--- config.mk ---
export PLATFORM = sky130hd
export DESIGN_NAME = softmax_sequencer
export DESIGN_NICKNAME = d
export VERILOG_FILES = /design/src/rtl/softmax_pkg.sv /design/src/rtl/softmax_elem_buf.sv /design/src/rtl/softmax_sequencer.sv
export SDC_FILE = /design/constraint.sdc
export NUM_CORES = 2
export LEC_CHECK = 0
export ABC_CLOCK_PERIOD_IN_PS = 10900
export BUFFER_PORTS_ARGS = -buffer_cell sky130_fd_sc_hd__buf_2
export CORE_AREA = 2 2 380 382
export DETAILED_ROUTE_END_ITERATION = 8
export DIE_AREA = 0 0 382 384
export PLACE_DENSITY = 0.64
export RECOVER_POWER = 100
export SLEW_MARGIN = 20
export SYNTH_ARGS = -nofsm -noshare
export SYNTH_HDL_FRONTEND = slang
export SYNTH_HIERARCHICAL = 1
export SYNTH_SLANG_ARGS = --single-unit
--- constraint.sdc ---
create_clock -name clk -period 10.9 [get_ports clk]
set_input_delay 3.27 -clock clk [delete_from_list [all_inputs] [get_ports clk]]
set_output_delay 3.27 -clock clk [all_outputs]
set_load 0.005 [all_outputs]
--- src/rtl/softmax_pkg.sv ---
// Shared constants and state encoding for the softmax sequencer.
package softmax_pkg;

  localparam int DEF_DATA_WIDTH = 32;
  localparam int DEF_NUM_INPUTS = 10;

  localparam logic [31:0] FP_ZERO = 32'h0000_0000;
  localparam logic [31:0] FP_ONE  = 32'h3F80_0000;

  typedef enum logic [2:0] {
    ST_IDLE    = 3'd0,
    ST_EXP     = 3'd1,
    ST_EXP_GAP = 3'd2,
    ST_REC     = 3'd3,
    ST_MUL     = 3'd4,
    ST_DONE    = 3'd5
  } state_t;

endpackage

--- src/rtl/softmax_elem_buf.sv ---
// NUM_INPUTS x DATA_WIDTH register file: one parallel load port (whole
// vector at once), one single-element write port and one combinational
// read port. Load has priority over the element write.
module softmax_elem_buf
  import softmax_pkg::*;
#(
  parameter int DATA_WIDTH = DEF_DATA_WIDTH,
  parameter int NUM_INPUTS = DEF_NUM_INPUTS,
  parameter int IDX_W      = $clog2(NUM_INPUTS + 1)
) (
  input  logic                             clk,
  input  logic                             reset,
  input  logic                             load,
  input  logic [DATA_WIDTH*NUM_INPUTS-1:0] load_data,
  input  logic                             we,
  input  logic [IDX_W-1:0]                 waddr,
  input  logic [DATA_WIDTH-1:0]            wdata,
  input  logic [IDX_W-1:0]                 raddr,
  output logic [DATA_WIDTH-1:0]            rdata
);

  logic [DATA_WIDTH-1:0] mem [NUM_INPUTS];

  // Storage update: reset clears, load captures the full vector, else one element write.
  always_ff @(posedge clk) begin
    if (reset) begin
      for (int i = 0; i < NUM_INPUTS; i++) mem[i] <= '0;
    end else if (load) begin
      for (int i = 0; i < NUM_INPUTS; i++) mem[i] <= load_data[i*DATA_WIDTH +: DATA_WIDTH];
    end else if (we) begin
      for (int i = 0; i < NUM_INPUTS; i++) begin
        if (waddr == IDX_W'(i)) mem[i] <= wdata;
      end
    end
  end

  // Read mux; out-of-range addresses return zero rather than an undefined entry.
  always_comb begin
    rdata = '0;
    for (int i = 0; i < NUM_INPUTS; i++) begin
      if (raddr == IDX_W'(i)) rdata = mem[i];
    end
  end

endmodule

--- src/rtl/softmax_sequencer.sv ---
// Time-multiplexed softmax controller: one shared exponent unit, adder,
// reciprocal unit and multiplier are stepped over NUM_INPUTS elements.
//
// state    | meaning
// IDLE     | waiting for start; latches inputs when a run begins
// EXP      | exponent unit enabled on element idx; capture on exp_ack
// EXP_GAP  | one cycle with exp_enable low so the unit re-arms
// REC      | reciprocal of the accumulated sum; capture on rec_ack
// MUL      | one output element per cycle: exp_buf[idx] * rec_reg
// DONE     | results stable; wait for start to drop
module softmax_sequencer
  import softmax_pkg::*;
#(
  parameter int DATA_WIDTH = DEF_DATA_WIDTH,
  parameter int NUM_INPUTS = DEF_NUM_INPUTS
) (
  input  logic                             clk,
  input  logic                             reset,
  input  logic                             start,
  input  logic [DATA_WIDTH*NUM_INPUTS-1:0] inputs,
  output logic [DATA_WIDTH-1:0]            exp_x,
  output logic                             exp_enable,
  input  logic [DATA_WIDTH-1:0]            exp_out,
  input  logic                             exp_ack,
  output logic [DATA_WIDTH-1:0]            add_a,
  output logic [DATA_WIDTH-1:0]            add_b,
  input  logic [DATA_WIDTH-1:0]            add_sum,
  output logic [DATA_WIDTH-1:0]            rec_in,
  output logic                             rec_enable,
  input  logic [DATA_WIDTH-1:0]            rec_out,
  input  logic                             rec_ack,
  output logic [DATA_WIDTH-1:0]            mul_a,
  output logic [DATA_WIDTH-1:0]            mul_b,
  input  logic [DATA_WIDTH-1:0]            mul_out,
  output logic [DATA_WIDTH*NUM_INPUTS-1:0] outputs,
  output logic                             busy,
  output logic                             done
);

  localparam int IDX_W = $clog2(NUM_INPUTS + 1);
  localparam logic [IDX_W-1:0] LAST_IDX = IDX_W'(NUM_INPUTS - 1);
  localparam logic [DATA_WIDTH-1:0] SUM_INIT = DATA_WIDTH'(FP_ZERO);

  state_t                state, state_next;
  logic [IDX_W-1:0]      idx, idx_next;
  logic [DATA_WIDTH-1:0] sum_reg, sum_next;
  logic [DATA_WIDTH-1:0] rec_reg, rec_next;
  logic                  in_load, exp_we, out_we;
  logic [DATA_WIDTH-1:0] in_rdata, exp_rdata;

  softmax_elem_buf #(
    .DATA_WIDTH (DATA_WIDTH),
    .NUM_INPUTS (NUM_INPUTS),
    .IDX_W      (IDX_W)
  ) u_in_buf (
    .clk       (clk),
    .reset     (reset),
    .load      (in_load),
    .load_data (inputs),
    .we        (1'b0),
    .waddr     ('0),
    .wdata     ('0),
    .raddr     (idx),
    .rdata     (in_rdata)
  );

  softmax_elem_buf #(
    .DATA_WIDTH (DATA_WIDTH),
    .NUM_INPUTS (NUM_INPUTS),
    .IDX_W      (IDX_W)
  ) u_exp_buf (
    .clk       (clk),
    .reset     (reset),
    .load      (1'b0),
    .load_data ('0),
    .we        (exp_we),
    .waddr     (idx),
    .wdata     (exp_out),
    .raddr     (idx),
    .rdata     (exp_rdata)
  );

  // State, index and scalar accumulator registers.
  always_ff @(posedge clk) begin
    if (reset) begin
      state   <= ST_IDLE;
      idx     <= '0;
      sum_reg <= SUM_INIT;
      rec_reg <= '0;
    end else begin
      state   <= state_next;
      idx     <= idx_next;
      sum_reg <= sum_next;
      rec_reg <= rec_next;
    end
  end

  // Result vector: one element per MUL cycle; values persist across aborts.
  always_ff @(posedge clk) begin
    if (reset) begin
      outputs <= '0;
    end else if (out_we) begin
      for (int i = 0; i < NUM_INPUTS; i++) begin
        if (idx == IDX_W'(i)) outputs[i*DATA_WIDTH +: DATA_WIDTH] <= mul_out;
      end
    end
  end

  // Next-state and unit handshakes. Dropping start in a busy state aborts to
  // IDLE and takes priority over any ack arriving in the same cycle.
  always_comb begin
    state_next = state;
    idx_next   = idx;
    sum_next   = sum_reg;
    rec_next   = rec_reg;
    in_load    = 1'b0;
    exp_we     = 1'b0;
    out_we     = 1'b0;
    exp_enable = 1'b0;
    rec_enable = 1'b0;
    exp_x      = '0;
    add_a      = '0;
    add_b      = '0;
    rec_in     = '0;
    mul_a      = '0;
    mul_b      = '0;
    busy       = 1'b1;
    done       = 1'b0;
    case (state)
      ST_IDLE: begin
        busy = 1'b0;
        if (start) begin
          in_load    = 1'b1;
          idx_next   = '0;
          sum_next   = SUM_INIT;
          state_next = ST_EXP;
        end
      end
      ST_EXP: begin
        exp_enable = 1'b1;
        exp_x      = in_rdata;
        add_a      = exp_out;
        add_b      = sum_reg;
        if (!start) begin
          state_next = ST_IDLE;
        end else if (exp_ack) begin
          exp_we     = 1'b1;
          sum_next   = add_sum;
          state_next = ST_EXP_GAP;
        end
      end
      ST_EXP_GAP: begin
        if (!start) begin
          state_next = ST_IDLE;
        end else if (idx == LAST_IDX) begin
          state_next = ST_REC;
        end else begin
          idx_next   = idx + IDX_W'(1);
          state_next = ST_EXP;
        end
      end
      ST_REC: begin
        rec_enable = 1'b1;
        rec_in     = sum_reg;
        if (!start) begin
          state_next = ST_IDLE;
        end else if (rec_ack) begin
          rec_next   = rec_out;
          idx_next   = '0;
          state_next = ST_MUL;
        end
      end
      ST_MUL: begin
        mul_a = exp_rdata;
        mul_b = rec_reg;
        if (!start) begin
          state_next = ST_IDLE;
        end else begin
          out_we = 1'b1;
          if (idx == LAST_IDX) begin
            state_next = ST_DONE;
          end else begin
            idx_next = idx + IDX_W'(1);
          end
        end
      end
      ST_DONE: begin
        busy = 1'b0;
        done = 1'b1;
        if (!start) state_next = ST_IDLE;
      end
      default: begin
        busy       = 1'b0;
        state_next = ST_IDLE;
      end
    endcase
  end

endmodule

# Yosys cells after proc, flatten, opt, wreduce, memory -nomap -nowiden
# Memory sizes are Yosys's and may differ from the RTL's.
# Index checks and enable logic that the tools add are counted.
# op_classes
add_sub_neg	1
n_eq_ne	25
mux	122
bitwise_logic	20
n_reduce_logical	20
# ops
cell	count
32-bit 2-to-1 mux	49
32-bit one-hot mux with 2 select lines	1
1-bit 2-to-1 mux	55
3-bit 2-to-1 mux	8
4-bit 2-to-1 mux	5
1-bit OR	20
2-bit AND reduction	10
3-bit one-hot mux with 6 select lines	1
4-bit by 3-bit == test with 1-bit output, second input constant	4
2-bit != test, second input constant	7
4-bit one-hot mux with 3 select lines	1
3-bit != test, second input constant	3
4-bit by 2-bit == test with 1-bit output, second input constant	2
4-bit == test, second input constant	2
3-bit by 2-bit == test with 1-bit output, second input constant	2
3-bit == test, second input constant	2
6-bit AND reduction	1
5-bit AND reduction	1
4-bit by 1-bit adder with 4-bit output, second input constant	1
4-bit by 1-bit == test with 1-bit output, second input constant	1
4-bit zero test	1
2-bit 2-to-1 mux	2
4-bit AND reduction	1
4-bit OR reduction	1
7 further kinds	7
# totals
ff_bits	391
mem_bits_rw	640
in_bits	453
out_inout_bits	516
elab_cells	204
memories	2
# memory_table
name	words	width	rd	rd_clocked_by_memory_dff	write_ports	line	text
u_exp_buf.mem	10	32	10	0	10	softmax_elem_buf.sv:22	logic [DATA_WIDTH-1:0] mem [NUM_INPUTS];
u_in_buf.mem	10	32	10	0	10	softmax_elem_buf.sv:22	

# Longest topological paths before layout
# depth
word_depth	12
ltp_mapped	9
mapped_depth_nobuf	7

# Modules after synthesis
# The synthesis kept the hierarchy.
# modules_own_cells
module	n_inst	cells_each	area_per_inst_um2	seq_area_each_um2
softmax_elem_buf (u_in_buf)	1	1242	15885.2	9609.2
softmax_elem_buf (u_exp_buf)	1	1190	15823.9	9609.2
softmax_sequencer	1	2027	15347.2	7827.5

# Worst setup path after synthesis
# No wires, ideal clock.
# synth_timing
path_type	input port to flip-flop
start	input start
end	memory u_exp_buf/mem[5][0] (netlist bit), enable pin
setup_time_ns	0.466
t_arrival_ns	6.294
required_time_ns	10.434
path_slack_ns	4.140
path_stages	4
n_path_buf	1
path_cell_list	clkbuf_1 -> and3_1 -> nand4b_1 -> o21ai_0
# synth_rtl
item	line	text
from (decl)	softmax_sequencer.sv:19	input logic start,
to (decl)	softmax_elem_buf.sv:22	

# Final worst setup path
# layout_timing
start	input reset
end	register outputs[261]
# layout_rtl
item	line	text
from (decl)	softmax_sequencer.sv:18	input logic reset,
to (signal, indexed assignment)	softmax_sequencer.sv:104	if (idx == IDX_W'(i)) outputs[i*DATA_WIDTH +: DATA_WIDTH] <= mul_out;
to (decl)	softmax_sequencer.sv:35	output logic [DATA_WIDTH*NUM_INPUTS-1:0] outputs,
# No word-level cell between the ends.

==> reports/results.env <==
LEAKAGE_nW=21.8
TIMING.RR.END='u_exp_buf/mem[1][15]'
VDD_DROP_MAX_mV=0.132
YOSYS-TOP-CELLS-AREA='edfxtp_1 41%, dfxtp_1 17%, a22o_1 12%, nand2_1 6.6%, a21oi_1 5.4%'
GRT_UTIL_ALL_LAYERS_PCT=24.8
PLACED_CELLS_INCL_TAPS=7284
CLK-INSERTION-DELAY-LATE_PS=750
NETLIST-CELL-TYPE-COUNT=66
KIND_OF_CAPTURE_POINT_OF_THE_WORST_SETUP_PATH='flop'
TRITONCTS.NUM_BUFFERS=113
MAXIMUM_NUMBER_OF_PINS_ON_ONE_NET_BEFORE_GLOBAL_ROUTE_REPAIR=321
DIE_Y_UM=384
INITIAL_ANTENNA_VIOLATION_COUNT=15
REGTOREGSETUPSLACK_PS=2780
YOSYS_WARNINGS=6
WHS_PATH_DEPTH=2
GATES_RESIZED_CTS_REPAIR=0
POST-CTS-SETUP-BUFFERS=0
CP_MAX_FO=95
DRT-PASS1-ITER-COUNT=9
GRT.OVERFLOW.TOTAL=0
DIE_W_UM=382
GRT_PASS1_VIAS=38000
CTS.HOLD.BUFFERS_ADDED=0
FP_ROWS=139
YOSYS.AREA.TOP_TYPE='edfxtp_1'
SETUP.WORST_PATH.START='reset'
DRT-VIAS-PER-INSTANCE=5.47
DP.FINAL_HPWL_UM=129000
MAX_SLEW.WORST_PIN.SLEW_PS=21370
FIN_HOLD_WS_PS=448
FIN_UTIL_PCT=40.4
FINISH.NET_COUNT=5954
POST_LAYOUT_NONFILLER_INSTANCES=7506
ROUTED-VIA-COUNT=41100
ROUTE.DETAILED.DRC=0
DIEAREA_SQ_UM=147000
FIN_CRIT_SH_PCT=80.1
CORE_OUTLINE_AREA_SQ_UM=143000
FIN_WORST_SKEW_PS=42.0
MAX-CLOCK-PATH-BUFFERS=3
DETAIL_ROUTE.WIRELENGTH_UM=192000
POST-SYNTH-TOP-COUNT-CELL='nand2_1'
SYNTHTOLAYOUTAREAGROWTH_PCT=22.5
START_UTIL_PCT=33.0
CRIT_ARRIVAL_PS=9120
FF2FF_PATH_DEPTH=7
IO_BUFFER_COUNT=968
SYNTH-EDFF-COUNT=640
SYNTH_TOP_CELL_AREA_SHARE_PCT=40.8
CP.REQUIRED_PS=11290
PERIOD_NEEDED_PS=8730
YOSYS_REGISTER_BITS=1031
AVERAGE_INSTANCE_AREA_AFTER_SYNTHESIS_SQ_UM=10.6
GRT_SETUP_UNREPAIRED='false'
FINALSETUPVIOLATIONS=0
ROUTE.DETAILED.WL_PER_INST_UM=25.5
DR.FIRST_ITER.DRC_COUNT=4869
SYNTH.YOSYS.SEQ_AREA_SHARE_PCT=57.5
CRITICAL_PATH_CLASS='input pin to flop'
FINALSETUPTNS_PS=0
POSTSYNTH.TOPFLOPCELL='edfxtp_1'
WORSTHOLDSTART='rec_reg[22]'
DP_WORST_SETUP_SLACK_PS=3740
MIN_TO='rec_reg[22]'
FINALMAXSLEWVIOLATIONS=2089
LAYOUT_SETUP_WS_PS=2170
WORST_SLEW_MARGIN_REL_PCT=-1320
GLOBAL_ROUTE_WIRE_LENGTH_BEFORE_REPAIR_UM=267000
FAILED_CHECKS='capacitance limit, slew limit'
SYNTHCELLS=4459
DRIVE_ABOVE_1_SHARE_PCT=16.1
CTS_NUM_SINKS=1031
TRITONCTS='done'
HOLD_PATH_CLASS='flop to flop'
IO-PIN-COUNT=969
STARTPOINT_TYPE='input pin'
SYNTH-ASYNC-RESET-RATIO_PCT=0
STATUS='finished, violations left'
CLKTRANSATPATHREGS_PS=60
LARGESTREGISTERS='outputs x320, u_exp_buf/mem x320, u_in_buf/mem x320'
MAXCAPVIOLATIONS=49
SYNTH_TOP_CELLS_BY_COUNT='824 x nand2_1, 648 x a22o_1, 640 x edfxtp_1, 509 x a21oi_1, 391 x dfxtp_1'
POWER.DENSITY_nW_PER_UM2=158
DRT.ANTENNA.VIOLATING_NETS=0
CLOCK_TREE.HTREE_LEVEL_COUNT=3
ROUTABILITYCONGESTION=0.940
ACHIEVABLE-FREQUENCY_GHz=0.115
NETLIST_AREA_SQ_UM=47100
FINAL_HOLD_VIOLATION_COUNT=0
CLOCK-ROOT-BUFFER='clkbuf_16'
TIMING.RR.START='state[0]'
## kinds of logic after synthesis
group                    share of synthesized area (%)
XOR/XNOR                                        0.0372
AND/OR/NAND/NOR                                   12.2
flip-flops                                        57.5
adder cells (fa/ha/maj)                          0.128
buffers and inverters                             4.54
multiplexers                                      3.10
AO/OA/AOI/OAI                                     22.5
other                                          0.00797
## routing by layer
metal  track usage [%]  vias up  routed length (um)
met5                 0        -                  26
met4              11.5        4                9190
met3              3.95      455               18000
met2              39.9     2587               88800
met1              32.8    19800               75600
li1                  -    18300                   -
## power by group
group | internal [W] | total [W] | switching [W]
logic | 0.000251 | 0.000715 | 0.000464
registers | 0.00440 | 0.00447 | 0.0000783
clock network | 0.00225 | 0.00389 | 0.00164
## layout make-up
class | instances | area, sq um
Sequential cell | 1031 | 27100
Clock inverter | 43 | 559
Tap cell | 1903 | 2380
Fill cell | 14100 | 85200
Clock buffer | 168 | 3200
Inverter | 7 | 26.3
Timing Repair Buffer | 1053 | 4900
Multi-Input combinational cell | 3291 | 19500
Antenna cell | 10 | 25.0
## worst max-delay path by stage
stage | endpoint | slack (ps) | cells past startpoint
6_report | outputs[261] | 2170 | 5
5_1_grt | outputs[261] | 1750 | 5
4_1_cts | exp_x[9] | 3160 | 9
3_5_place_dp | add_a[0] | 3740 | 3
3_3_place_gp | add_a[0] | 3760 | 3
2_1_floorplan | u_exp_buf/mem[5][0] | 4140 | 4
## stage by stage
stage,power (W),cell area [sq um]
2_1_floorplan,0.00490,48500
3_3_place_gp,0.00522,54500
3_5_place_dp,0.00522,54500
4_1_cts,0.00908,58300
5_1_grt,0.00933,57600
6_report,0.00908,57600
## worst max-delay path, cell delays in order
cell and delay [ps]:
buf_8 380, buf_4 530, clkbuf_2 1500, clkbuf_1 3070, a21oi_1 190
## cells in the final DEF (no fill, tap or decap), types with 15 or more instances in the layout
cell type,synthesis,final
a21oi_1,509,509
a22o_1,648,648
and2_0,0,47
and2_1,99,52
and3_1,108,107
buf_2,125,604
buf_4,4,38
clkbuf_1,298,447
clkbuf_16,0,114
conb_1,1,375
dfxtp_1,391,386
edfxtp_1,640,640
mux2_2,15,15
mux2i_1,129,129
nand2_1,824,822
nand2b_1,21,15
nand3_1,49,49
nor2_1,53,47
nor3_1,30,31
nor3b_1,27,27
o2111ai_1,21,21
o21ai_0,152,141
o21ai_1,17,17
o221ai_1,36,36
o22ai_1,31,31
o22ai_2,20,20
No activity file was read; power rests on OpenSTA's default activity.
